[config.mk]
export PLATFORM = sky130hd
export DESIGN_NAME = wb_cmd_master
export DESIGN_NICKNAME = d
export VERILOG_FILES = /design/src/rtl/wb_cmd_master.sv
export SDC_FILE = /design/constraint.sdc
export NUM_CORES = 1
export LEC_CHECK = 0
export BUFFER_PORTS_ARGS = -buffer_cell sky130_fd_sc_hd__buf_2
export CAP_MARGIN = 20
export CORE_AREA = 3 3 90 92
export CTS_CLUSTER_DIAMETER = 30
export DETAILED_ROUTE_END_ITERATION = 8
export DIE_AREA = 0 0 93 95
export MAX_ROUTING_LAYER = met4
export PLACE_DENSITY = 0.89
export SLEW_MARGIN = 20
export SYNTH_ARGS = -nofsm -noshare
export SYNTH_HDL_FRONTEND = slang
export SYNTH_SLANG_ARGS = --single-unit
[constraint.sdc]
create_clock -name wb_clk_i -period 3.1 [get_ports wb_clk_i]
set_input_delay 0.465 -clock wb_clk_i [delete_from_list [all_inputs] [get_ports wb_clk_i]]
set_output_delay 0.465 -clock wb_clk_i [all_outputs]
set_load 0.1 [all_outputs]
[src/rtl/wb_cmd_master.sv]
// wb_cmd_master: Wishbone classic single-cycle bus master.
// Converts a valid/ready command stream into Wishbone read/write cycles and
// returns read data and error status on a valid/ready response stream.
// The slave interrupt is forwarded as a registered flag (irq_o).
// One transaction is outstanding at a time: IDLE -> BUS -> RESP -> IDLE.
// Bus outputs are registered on the accept edge and the strobe rises one
// cycle later, so the address/data are already settled when stb goes high.
// Optional feature: define WB_CMD_MASTER_TIMEOUT_EN to abort a bus cycle with
// an error after TIMEOUT strobe cycles without ack/err.

module wb_cmd_master #(
    parameter int AW      = 5,
    parameter int DW      = 32,
    parameter int TIMEOUT = 64
) (
    input  logic            wb_clk_i,
    input  logic            wb_rst_i,
    // command stream
    input  logic            cmd_valid,
    output logic            cmd_ready,
    input  logic            cmd_we,
    input  logic [AW-1:0]   cmd_adr,
    input  logic [DW-1:0]   cmd_dat,
    input  logic [DW/8-1:0] cmd_sel,
    // response stream
    output logic            rsp_valid,
    input  logic            rsp_ready,
    output logic [DW-1:0]   rsp_dat,
    output logic            rsp_err,
    // Wishbone master port
    output logic [AW-1:0]   wb_adr_o,
    output logic [DW-1:0]   wb_dat_o,
    output logic [DW/8-1:0] wb_sel_o,
    output logic            wb_we_o,
    output logic            wb_stb_o,
    output logic            wb_cyc_o,
    input  logic [DW-1:0]   wb_dat_i,
    input  logic            wb_ack_i,
    input  logic            wb_err_i,
    input  logic            wb_int_i,
    output logic            irq_o
);

    typedef enum logic [1:0] {
        IDLE = 2'd0,
        BUS  = 2'd1,
        RESP = 2'd2
    } state_t;

    state_t state;

    // A timeout shorter than two cycles cannot be expressed by the counter.
    if (TIMEOUT < 2) begin : g_timeout_check
        $error("wb_cmd_master: TIMEOUT must be >= 2");
    end

    // High on the strobe cycle where the slave has run out of time.
    logic to_hit;

`ifdef WB_CMD_MASTER_TIMEOUT_EN
    localparam int CW = (TIMEOUT > 2) ? $clog2(TIMEOUT) : 1;
    logic [CW-1:0] to_cnt;
    assign to_hit = (to_cnt == CW'(TIMEOUT - 1));
`else
    assign to_hit = 1'b0;
`endif

    // Transaction FSM with all stream and bus outputs registered.
    // NOTE: sequential state uses non-blocking assignments only, so every
    // register samples the values present before the clock edge.
    always_ff @(posedge wb_clk_i or posedge wb_rst_i) begin
        if (wb_rst_i) begin
            state     <= IDLE;
            cmd_ready <= 1'b1;
            rsp_valid <= 1'b0;
            rsp_dat   <= '0;
            rsp_err   <= 1'b0;
            wb_adr_o  <= '0;
            wb_dat_o  <= '0;
            wb_sel_o  <= '0;
            wb_we_o   <= 1'b0;
            wb_stb_o  <= 1'b0;
            wb_cyc_o  <= 1'b0;
`ifdef WB_CMD_MASTER_TIMEOUT_EN
            to_cnt    <= '0;
`endif
        end else begin
            case (state)
                IDLE: begin
                    if (cmd_valid) begin
                        wb_adr_o  <= cmd_adr;
                        wb_dat_o  <= cmd_dat;
                        wb_sel_o  <= cmd_sel;
                        wb_we_o   <= cmd_we;
                        cmd_ready <= 1'b0;
                        state     <= BUS;
`ifdef WB_CMD_MASTER_TIMEOUT_EN
                        to_cnt    <= '0;
`endif
                    end
                end

                BUS: begin
                    if (!wb_stb_o) begin
                        // Setup cycle: bus values are stable, raise the strobe.
                        wb_stb_o <= 1'b1;
                        wb_cyc_o <= 1'b1;
                    end else if (wb_err_i || (to_hit && !wb_ack_i)) begin
                        // Error wins over ack; timeout aborts like an error.
                        wb_stb_o  <= 1'b0;
                        wb_cyc_o  <= 1'b0;
                        rsp_valid <= 1'b1;
                        rsp_err   <= 1'b1;
                        rsp_dat   <= '0;
                        state     <= RESP;
                    end else if (wb_ack_i) begin
                        wb_stb_o  <= 1'b0;
                        wb_cyc_o  <= 1'b0;
                        rsp_valid <= 1'b1;
                        rsp_err   <= 1'b0;
                        rsp_dat   <= wb_we_o ? '0 : wb_dat_i;
                        state     <= RESP;
                    end else begin
`ifdef WB_CMD_MASTER_TIMEOUT_EN
                        to_cnt <= to_cnt + 1'b1;
`endif
                    end
                end

                RESP: begin
                    if (rsp_ready) begin
                        rsp_valid <= 1'b0;
                        cmd_ready <= 1'b1;
                        state     <= IDLE;
                    end
                end

                default: begin
                    state     <= IDLE;
                    cmd_ready <= 1'b1;
                    rsp_valid <= 1'b0;
                    wb_stb_o  <= 1'b0;
                    wb_cyc_o  <= 1'b0;
                end
            endcase
        end
    end

    // Interrupt flag: slave interrupt delayed by one clock, FSM-independent.
    always_ff @(posedge wb_clk_i or posedge wb_rst_i) begin
        if (wb_rst_i) begin
            irq_o <= 1'b0;
        end else begin
            irq_o <= wb_int_i;
        end
    end

endmodule

==> results.tsv <==
stage	metric	value	unit
finish	Area growth syn-to-layout	32.9	%
sta	Worst slew margin	0.538	
synthesis	Synth Area in Compound Gates	0.139	
setup_path	Worst R2R Setup Slack	1.25	ns
grt	largest net degree at the start of global routing	67	
synthesis	Yosys warnings	0	
synthesis	mux contribution to synthesized area	0.155	
placed_design	gpl congestion	0.763	
clock_tree	postcts setup bufs	0	
finish	Ant. Diodes	0	
setup_path	WP data arrival	2.06	ns
die	Starting Density	0.463	
die	DIE AREA	8840	sq um
sta	Min Clock Period, post-route	1.85	ns
setup_path	Max FO, Critical Path	66	
placed_design	# port buffers	160	
route	1st-iter DRT viols	92	
clock_tree	number of hold buffers added after cts	0	
synthesis	Post-Synth Simple-Gate Area	0.0530	
synthesis	Yosys cell types	23	
outcome	status	finished clean	
finish	fillers	602	
setup_path	CP Class	reg -> reg	
finish	share of cells above drive strength 1	0.540	
clock_tree	H-tree depth	3	
sta	Setup Skew	0.0141	ns
synthesis	Seq cells post-synth	82	
grt	GRT Util Overall	0.190	
die	Ports	161	
clock_tree	Worst-Skew Late Latency	0.34	ns
clock_tree	clk sinks	82	
synthesis	cell area after synthesis	3370	sq um
synthesis	Adder-Cell Fraction of Synth Area	0	
sta	Achievable Freq	541	MHz
setup_path	startpoint types	register	
clock_tree	Clock transition at path regs	0.09	ns
grt	first-pass GRT wire length	12700	um
die	die height	95	um
synthesis	Synth Area in XOR/XNOR	0	
setup_path	CP cell instances	nand2b_4 -> nor2_1 -> mux2_2	
route	post-route ant nets	0	
synthesis	syn avg cell area	12.6	sq um
sta	Final period util	0.596	
route	via count	2594	
grt	initial antenna violation count	0	
setup_path	CP endpoint kind	register	
sta	worst-margin pin slew	0.692	ns
route	Routed WL	8200	um
placed_design	Post-DP HPWL	6080	um
clock_tree	CTS tree	yes	
sta	Final setup viols	0	
grt	total grt overflow	0	
setup_path	CP required	3.31	ns
clock_tree	maximum root-to-sink buffer count	2	
route	wire per inst	15.7	um
synthesis	syn_nets	348	
setup_path	crit-path max cell delay	0.59	ns
synthesis	largest family of logic cells by synthesized area	multiplexers	
clock_tree	CTS Buf Count	9	
sta	Fin. Hold Viols	0	
job	max cap viols	0	
synthesis	synthesized instance count	267	
die	Cell Rows	31	
route	drt pass-1 iters	4	
setup_path	CP delay by family, top	simple AND/OR/NAND/NOR gates	
sta	setup TNS	0	ns
route	vias per cell	4.96	
setup_path	slowest CP cell	dfrtp_1	
die	area of the core	7290	sq um
synthesis	Seq/Total Area, Yosys	0.608	
sta	Final Slew Violations	0	
clock_tree	Root Driver	clkbuf_8	
worst_hold_path	Worst Hold Class	in -> async	
finish	NumNets Final	500	
die	Die W	93	um
clock_tree	cts repair resizes	0	
route	DRC viols	0	
grt	vias in the first global route	2621	
setup_path	Buf+Inv Stages, Crit Path	0	
sta	RSZ-0062 raised after global routing	no	
metrics by stage:
step	hold WS, ns	worst slack [ns]	cells	instance area (sq um)	utilization
after floorplan	0.496	0.528	267	3370	-
final	0.210	1.25	523	4480	0.615
after global routing	0.228	1.11	523	4480	0.615
after detailed placement	0.468	1.28	507	4220	0.579
after CTS	0.214	1.26	523	4480	0.615
after global placement	0.464	1.35	507	4220	0.579
state kept, by name, indices dropped and copies added (netlist names), 2 cells and up:
signal    cells
state         2
wb_sel_o      4
wb_dat_o     32
rsp_dat      32
wb_adr_o      5
Yosys cell counts:
cell	instances	area share
mux2_4	10	0.044
o22a_2	1	0.0030
o31ai_1	32	0.071
buf_6	4	0.013
dfstp_2	1	0.0078
nand2_1	32	0.036
a22oi_1	1	0.0022
buf_8	1	0.0044
dfrtp_1	81	0.60
buf_4	1	0.0022
buf_2	5	0.0074
a21o_1	2	0.0044
nor2_1	7	0.0078
nor3b_4	1	0.0056
mux2_2	33	0.11
o22ai_1	2	0.0037
o21ai_0	33	0.049
a21oi_1	1	0.0015
o21ai_1	1	0.0015
inv_1	4	0.0044
clkbuf_1	12	0.013
a211oi_1	1	0.0022
nand2b_4	1	0.0041
layout make-up:
class | instances | area (sq um) | area share
flip-flops and latches | 82 | 2050 | 0.458
multi-input cells | 158 | 1180 | 0.264
repair buffers | 164 | 843 | 0.188
clock inverters | 6 | 138 | 0.0307
clock buffers | 10 | 128 | 0.0285
well taps | 99 | 124 | 0.0276
inverters | 4 | 16.3 | 0.00363
worst paths after layout:
path / endpoint / cells past startpoint / from
max: rsp_err / 3 / state[0]
min: wb_dat_o[12] / 2 / wb_rst_i
max reg2reg: rsp_err / 3 / state[0]
min reg2reg: rsp_valid / 1 / rsp_valid
max in group asynchronous: rsp_dat[4] / 3 / wb_rst_i
min in group wb_clk_i: irq_o / 1 / wb_int_i
cell families (layout without fill, tap and decap cells):
group,Yosys count,count (layout)
AO/OA/AOI/OAI,74,74
buffers and inverters,27,184
flip-flops,82,82
multiplexers,43,43
AND/OR/NAND/NOR,41,41
placed cells by master, fill, tap and decap left out, drive strengths merged:
cell	count
a211oi	1
a21o	2
a21oi	1
a22oi	1
buf	164
bufinv	4
clkbuf	10
clkinv	1
dfrtp	81
dfstp	1
inv	5
mux2	43
nand2	32
nand2b	1
nor2	7
nor3b	1
o21ai	34
o22a	1
o22ai	2
o31ai	32
per-layer routing:
layer,track usage,up-vias,part of all wire
met5,-,-,0
met4,0.0794,0,0.011
met3,0.0430,6,0.076
met2,0.316,113,0.50
met1,0.223,1218,0.41
li1,-,1257,-
Power is left out: the tool's default activity adds up to more than one toggle a clock period on the data nets, which glitch-free logic cannot reach.
